==> config.mk <==
export PLATFORM = sky130hd
export DESIGN_NAME = volcano_name_rx
export DESIGN_NICKNAME = d
export VERILOG_FILES = /design/src/rtl/volcano_name_rx.sv
export SDC_FILE = /design/constraint.sdc
export NUM_CORES = 1
export LEC_CHECK = 0
export ABC_AREA = 1
export CORE_MARGIN = 5
export CORE_UTILIZATION = 40
export CTS_BUF_LIST = sky130_fd_sc_hd__clkbuf_8
export CTS_CLUSTER_SIZE = 14
export DETAILED_ROUTE_END_ITERATION = 8
export PLACE_DENSITY = 0.61
export SLEW_MARGIN = 20
export SYNTH_ARGS = -nofsm -noshare
export SYNTH_HDL_FRONTEND = slang
export SYNTH_SLANG_ARGS = --single-unit
==> constraint.sdc <==
create_clock -name clk -period 2.35 [get_ports clk]
set_clock_uncertainty 0.2 [all_clocks]
set_input_delay 0.47 -clock clk [delete_from_list [all_inputs] [get_ports clk]]
set_output_delay 0.47 -clock clk [all_outputs]
set_load 0.02 [all_outputs]
==> src/rtl/volcano_name_rx.sv <==
// volcano_name_rx
//   Receive side of the volcano-name ASCII streamer. Bytes arrive one per
//   accepted clock. Each space-delimited word is matched against six fixed
//   names. A recognised word reports its index. The block also flags any name
//   that arrives out of the streamer's emission order.
//
//   Build option: VOLCANO_RX_CASE_FOLD_EN -- when defined, lower-case letters
//   are folded to upper case on both sides of the comparison.
//
// Ports
//   clk         : rising-edge clock
//   rst_n       : synchronous, active-HIGH reset (legacy name kept)
//   ena         : block enable; low freezes all state and zeroes the pulses
//   char_in     : ASCII byte
//   char_valid  : char_in is accepted when char_valid && ena
//   match_valid : one-cycle pulse, a word matched a name
//   match_id    : index of the last matched name, held between matches
//   miss        : one-cycle pulse, a non-empty word matched no name
//   seq_err     : one-cycle pulse with match_valid when the order is broken
//   match_count : matches seen, saturating at 255
module volcano_name_rx #(
    parameter int NAME_COUNT = 6,
    parameter int MAX_LEN    = 11
) (
    input  logic       clk,
    input  logic       rst_n,
    input  logic       ena,
    input  logic [7:0] char_in,
    input  logic       char_valid,
    output logic       match_valid,
    output logic [2:0] match_id,
    output logic       miss,
    output logic       seq_err,
    output logic [7:0] match_count
);

    localparam logic [7:0] SPACE = 8'h20;
    localparam int         SANTA = 4;   // the only name containing a space
    localparam int         SANTA_GAP = 5;  // position of that space

    // Names are left-justified and padded to MAX_LEN; padding is never
    // compared because a position at or beyond the length kills the candidate.
    localparam logic [8*MAX_LEN-1:0] NAME_ROM [NAME_COUNT] = '{
        "Tajumulco  ", "Tacana     ", "Acatenango ",
        "Fuego      ", "Santa Maria", "Agua       "
    };
    localparam logic [3:0] NAME_LEN [NAME_COUNT] = '{
        4'd9, 4'd6, 4'd10, 4'd5, 4'd11, 4'd4
    };

    function automatic logic [7:0] rom_char(input int id, input logic [3:0] p);
        if (int'(p) >= MAX_LEN) return 8'h00;
        return NAME_ROM[id][8*(MAX_LEN-1-int'(p)) +: 8];
    endfunction

    function automatic logic [7:0] fold(input logic [7:0] b);
`ifdef VOLCANO_RX_CASE_FOLD_EN
        return (b >= 8'h61 && b <= 8'h7A) ? (b & 8'hDF) : b;
`else
        return b;
`endif
    endfunction

    logic [NAME_COUNT-1:0] alive;
    logic [3:0]            pos;
    logic [2:0]            expect_id;
    logic                  match_q, miss_q, seq_err_q;

    logic [NAME_COUNT-1:0] char_ok;   // candidate survives this byte
    logic [NAME_COUNT-1:0] done;      // candidate complete at this position
    logic [2:0]            done_id;
    logic                  one_done;
    logic [3:0]            pos_inc;

    always_comb begin
        char_ok = '0;
        done    = '0;
        done_id = '0;
        for (int i = 0; i < NAME_COUNT; i++) begin
            char_ok[i] = (pos < NAME_LEN[i]) &&
                         (fold(rom_char(i, pos)) == fold(char_in));
            done[i]    = alive[i] && (pos == NAME_LEN[i]);
            if (done[i]) done_id = 3'(i);
        end
        one_done = (done != '0) && ((done & (done - 1'b1)) == '0);
        pos_inc  = (pos == 4'hF) ? pos : pos + 4'd1;
    end

    always_ff @(posedge clk) begin
        if (rst_n) begin
            alive       <= '1;
            pos         <= '0;
            expect_id   <= '0;
            match_q     <= 1'b0;
            miss_q      <= 1'b0;
            seq_err_q   <= 1'b0;
            match_id    <= '0;
            match_count <= '0;
        end else begin
            match_q   <= 1'b0;
            miss_q    <= 1'b0;
            seq_err_q <= 1'b0;
            if (ena && char_valid) begin
                if (char_in != SPACE) begin
                    alive <= alive & char_ok;
                    pos   <= pos_inc;
                end else if (pos == 4'd0) begin
                    // leading or repeated space: nothing to terminate
                end else if (alive[SANTA] && pos == 4'(SANTA_GAP)) begin
                    // inner space of "Santa Maria" keeps only that candidate
                    alive        <= '0;
                    alive[SANTA] <= char_ok[SANTA];
                    pos          <= pos_inc;
                end else begin
                    if (one_done) begin
                        match_q   <= 1'b1;
                        match_id  <= done_id;
                        seq_err_q <= (done_id != expect_id);
                        expect_id <= (done_id == 3'(NAME_COUNT-1)) ? 3'd0
                                                                   : done_id + 3'd1;
                        if (match_count != 8'hFF) match_count <= match_count + 8'd1;
                    end else begin
                        miss_q <= 1'b1;
                    end
                    alive <= '1;
                    pos   <= '0;
                end
            end
        end
    end

    // pulses read as zero whenever the block is frozen
    assign match_valid = match_q   & ena;
    assign miss        = miss_q    & ena;
    assign seq_err     = seq_err_q & ena;

endmodule
; Word level (Yosys, flattened, before mapping)
; Index checks and enable logic that the tools add are counted.
[word_totals]
ff_bits = 27
wordCells = 100
[classes]
n_addsub = 5
order_cmp = 7
n_eq_ne = 18
shift = 6
mux = 23
bitwise_logic = 10
reduce_logical = 23
[op_table]
columns = cell, count
row1 = "88-bit by 8-bit variable part select with 8-bit output, first input constant", 6
row2 = 8-bit 2-to-1 mux, 7
row3 = 8-bit == test, 6
row4 = 6-bit 2-to-1 mux, 3
row5 = "4-bit == test, second input constant", 4
row6 = 4-bit 2-to-1 mux, 4
row7 = 1-bit logical AND, 15
row8 = 3-bit 2-to-1 mux, 5
row9 = 6-bit AND, 2
row10 = "4-bit by 3-bit == test with 1-bit output, second input constant", 3
row11 = "4-bit by 3-bit < comparator with 1-bit output, second input constant", 3
row12 = "4-bit < comparator, second input constant", 3
row13 = "8-bit by 1-bit adder with 8-bit output, second input constant", 1
row14 = "8-bit by 6-bit inequality test with 1-bit output, second input constant", 1
row15 = "8-bit inequality test, second input constant", 1
row16 = 6-bit zero test, 1
row17 = 6-bit AND reduction, 1
row18 = 6-bit nonzero test, 1
row19 = 6-bit OR reduction, 1
row20 = "6-bit by 1-bit subtractor with 6-bit output, second input constant", 1
row21 = 1-bit NOT, 5
row22 = 5-bit AND reduction, 1
row23 = 5-bit OR reduction, 1
row24 = "4-bit by 4-bit subtractor with 5-bit output, first input constant", 1
row25 = other kinds (10), 15

; Logic depth before layout (Yosys ltp)
[logic_depth]
ltp_word = 9
depth_mapped = 16
ltp_nobuf = 16

; Worst setup path before layout
; No wires, ideal clock.
[synth_timing]
path_type = reg-to-reg
startpoint = register pos[0]
endpoint = register alive[2]
setup_time_ns = 0.115
t_arrival_ns = 1.965
slack_ns = 0.070
path_stages_with_launch = 13
path_buffers = 2
period_less_slack_ns = 2.280
cell_sequence = dfxtp_1 inv_1 buf_2 ha_1 inv_2 nor2_2 nand2_1 nand3_2 buf_4 o21ai_1 xor2_1 nand3_1 nand2_1
[synth_between]
elab_chain_cells = 7
elab_cells_between_ends = 17
cone_classes = 1 x add/sub / 2 x order compare / 3 x eq/ne / 1 x shift / 5 x mux / 1 x bitwise / 4 x reduce/logical
[synth_rtl]
columns = item, line
row1 = "start, declared", 65  ; logic [3:0] pos;
row2 = "start signal, assigned", 106  ; pos <= pos_inc;
row3 = "start signal, assigned", 113  ; pos <= pos_inc;
row4 = 4-bit by 4-bit subtractor with 5-bit output or 4-bit greater-or-equal comparator (tied branches), "53, 52"
row5 = 88-bit by 8-bit variable part select with 8-bit output or 1-bit 2-to-1 mux (tied branches), "53, 52"
row6 = 8-bit 2-to-1 mux, 53  ; return NAME_ROM[id][8*(MAX_LEN-1-int'(p)) +: 8];
row7 = 8-bit == test, 81  ; (fold(rom_char(i, pos)) == fold(char_in));
row8 = 1-bit logical AND, 80  ; char_ok[i] = (pos < NAME_LEN[i]) &&
row9 = 6-bit AND, 105  ; alive <= alive & char_ok;
row10 = 6-bit 2-to-1 mux, 104  ; if (char_in != SPACE) begin
row11 = "end signal, assigned", 105
row12 = "end signal, assigned by index", 112  ; alive[SANTA] <= char_ok[SANTA];
row13 = "end, declared", 64  ; logic [NAME_COUNT-1:0] alive;
; Parallel ways exist; a longest one is shown, timed or not. The select of a mux whose other input is x is not followed.
; A chain may end at the register's enable or synchronous reset.

; Worst setup path in the final report
[layout_timing]
startpoint = register pos[0]
endpoint = register alive[0]
; Same word-level chain as after synthesis.

==> run summary <==
status = completed
cts bufs inserted = 3
final wirelength = 8977 µm
placed cells = 658
leading cell types in the layout, fill and taps excluded = nand2_1, nand3_1, buf_4, nor2_1, inv_1
Max VDD drop = 0.0001918 V
RSZ-0062 raised after global routing = true
crit path max fanout = 4
Core Box Area = 6794 µm²
Max Cap Viol = 0
Slew @ Worst Pin = 399.7 ps
CP Capture Type = flip-flop
H-Tree Depth = 1
CP startpoint kind = flip-flop
Skew-Pair Late Insertion Delay = 280 ps
cts hold-fix bufs = 0
WS Path Type = flip-flop to flip-flop
vias in the first global route = 3075
Max Slew Vio Count = 0
Switching Fraction = 39.47%
maximum clock path buffer count = 2
Ant. Diodes = 0
Hold Slack = 282.5 ps
Total Routing Usage GR = 21.02%
Initial DRC Count = 249
PwrDens = 379.2 nW/µm²
share of power burned in combinational logic = 44.4%
hold crit path type = flip-flop to flip-flop
Tcrit/Tclk final = 95.76%
WL per Instance = 13.56 µm
Final Critical Period = 2250 ps
Worst-path clk slew = 100 ps
Pleak = 0.001816 µW
share of cells above drive strength 1 = 17.84%
port bufs = 25
number of post-CTS setup repair buffers = 0
CP required = 2380 ps
Finished Cell Area = 3585 µm²
CTS sink cnt = 27
initial antenna violation count = 0
DR pass1 iterations = 5
Place WS = -111.7 ps
Post-DRT Antenna Nets = 0
io pins = 26
most common cell after layout, fill and taps aside = nand2_1
Yosys reg bits = 27
Cell Area, Placed = 3505 µm²
Layout Area Growth over Synthesis = 28.82%
initial cell density of the core = 40.96%
NetSw = 536.5 µW
Slew headroom = 73.29%
final worst setup slack = 99.53 ps
Die Area = 8724 µm²
Max Fclk = 444.4 MHz
power share of the clock group = 19.8%
post-synthesis instance total = 493
Non-Filler Instances = 662
Vert. Die Dim = 93.41 µm
root buf cell = clkbuf_8
Synth cell types = 33
Synthesis Warnings = 0
Reg power frac = 35.7%
# rows = 30
Finish-stage setup viols = 0
sequential fraction of the synthesis area = 19.42%
filler cell count = 714
Net count, final = 585
gr ovfl total = 0
mapped cell area = 2783 µm²
DR vias = 3465
DP HPWL = 7382 µm
Via-to-Cell Ratio = 5.234
synthesized area per cell = 5.644 µm²
DIE WIDTH = 93.41 µm
CTS tree = done
first-pass GRT wire length = 14920 µm
Final Hold Viols = 0
Internal = 822.9 µW
largest net degree at the start of global routing = 16
# DRC = 0
Synth Net Count = 511
Routability Congestion = 0.9382
Arrival @ worst endpoint = 2280 ps
final cells by class:
| cell class | count | area [µm²] | area share, % |
|---|---|---|---|
| clock buffer | 3 | 41.29 | 1.152 |
| clock inverter | 1 | 3.754 | 0.1047 |
| inverter | 50 | 195.2 | 5.445 |
| multi-input combinational | 400 | 1971 | 54.97 |
| sequential | 27 | 544.3 | 15.18 |
| tap | 96 | 120.1 | 3.351 |
| timing repair buffer | 85 | 709.4 | 19.79 |
state kept, by name, indices dropped and copies added, names as in the netlist:
| signal | cells |
|---|---|
| alive | 6 |
| expect_id | 3 |
| match_count | 8 |
| match_id | 3 |
| match_q | 1 |
| miss_q | 1 |
| pos | 4 |
| seq_err_q | 1 |
stage by stage:
stage / power, µW / TNS [ps] / utilization [%]
6_report: 1359 / 0 / 52.76
5_1_grt: 1452 / -123.4 / 52.76
3_3_place_gp: 1074 / -964.9 / 51.58
4_1_cts: 1345 / 0 / 52.19
3_5_place_dp: 1077 / -959.2 / 51.58
2_1_floorplan: 866.3 / 0 / -
power groups by stage:
| stage | Sequential [µW] | Clock (µW) | Combinational, µW |
|---|---|---|---|
| global placement | 494 | 0 | 580 |
| floorplan | 489 | 0 | 378 |
| global route | 487 | 297 | 668 |
| CTS | 484 | 276 | 585 |
| detailed placement | 495 | 0 | 582 |
| finish | 485 | 270 | 604 |
metal layers:
metal / track usage (%) / share of wire (%) / up-vias
met2: 31.09 / 43 / 136
met4: 2.686 / 0.95 / 0
met5: 0 / 0 / -
met3: 2.816 / 7.1 / 8
li1: - / - / 1755
met1: 32.75 / 49 / 1566
worst paths after layout:
check,startpoint,end,slack (ps),cells past startpoint
worst max-delay path,pos[0],alive[0],100,13
worst min register to register,match_id[0],match_id[0],280,2
worst min-delay path,match_id[0],match_id[0],280,2
worst max register to register,pos[0],alive[0],100,13
kinds of logic after synthesis:
family,count (synthesis),share of synthesized area (%)
buffers and inverters,66,10.93
DFF,27,19.42
adders and majority gates,6,2.698
xor gates and xnor gates,10,3.148
AOI/OAI and AO/OA,55,11.15
and+or+nand+nor,329,52.65
synthesized netlist by cell type (all sizes together):
master,count,area (µm²)
a31oi,2,12.51
xor2,8,70.07
a211oi,1,7.510
nand4,23,158.9
dfxtp,27,540.5
o21a,2,15.01
clkbuf,5,18.77
o211ai,1,7.510
xnor2,2,17.52
o31ai,1,7.510
nor3b,1,7.510
nand3,72,380.4
a21oi,27,135.1
buf,11,92.59
o211a,1,10.01
inv,50,192.7
o21ai,20,115.1
nor3,3,15.01
nor2,62,260.3
nand2,168,643.1
ha,6,75.07
critical path, cell delays in order, from the launching register on:
cell	delay, ps
dfxtp_2	370
inv_1	100
ha_1	350
buf_4	160
buf_4	150
nor2_2	130
nand4_1	210
nand2_1	120
nand2_1	50
nand2_1	60
nand3_1	90
nor2_1	90
nand2_1	80
nand2_1	60
what timing repair did:
| item | 4_1_cts | 5_1_grt |
|---|---|---|
| setup endpoints to repair | 3 | 22 |
| gates resized for setup | 3 | 14 |
| pin swaps | 0 | 1 |
| hold endpoints to repair | 0 | 0 |
(Power assumes the default switching activity.)
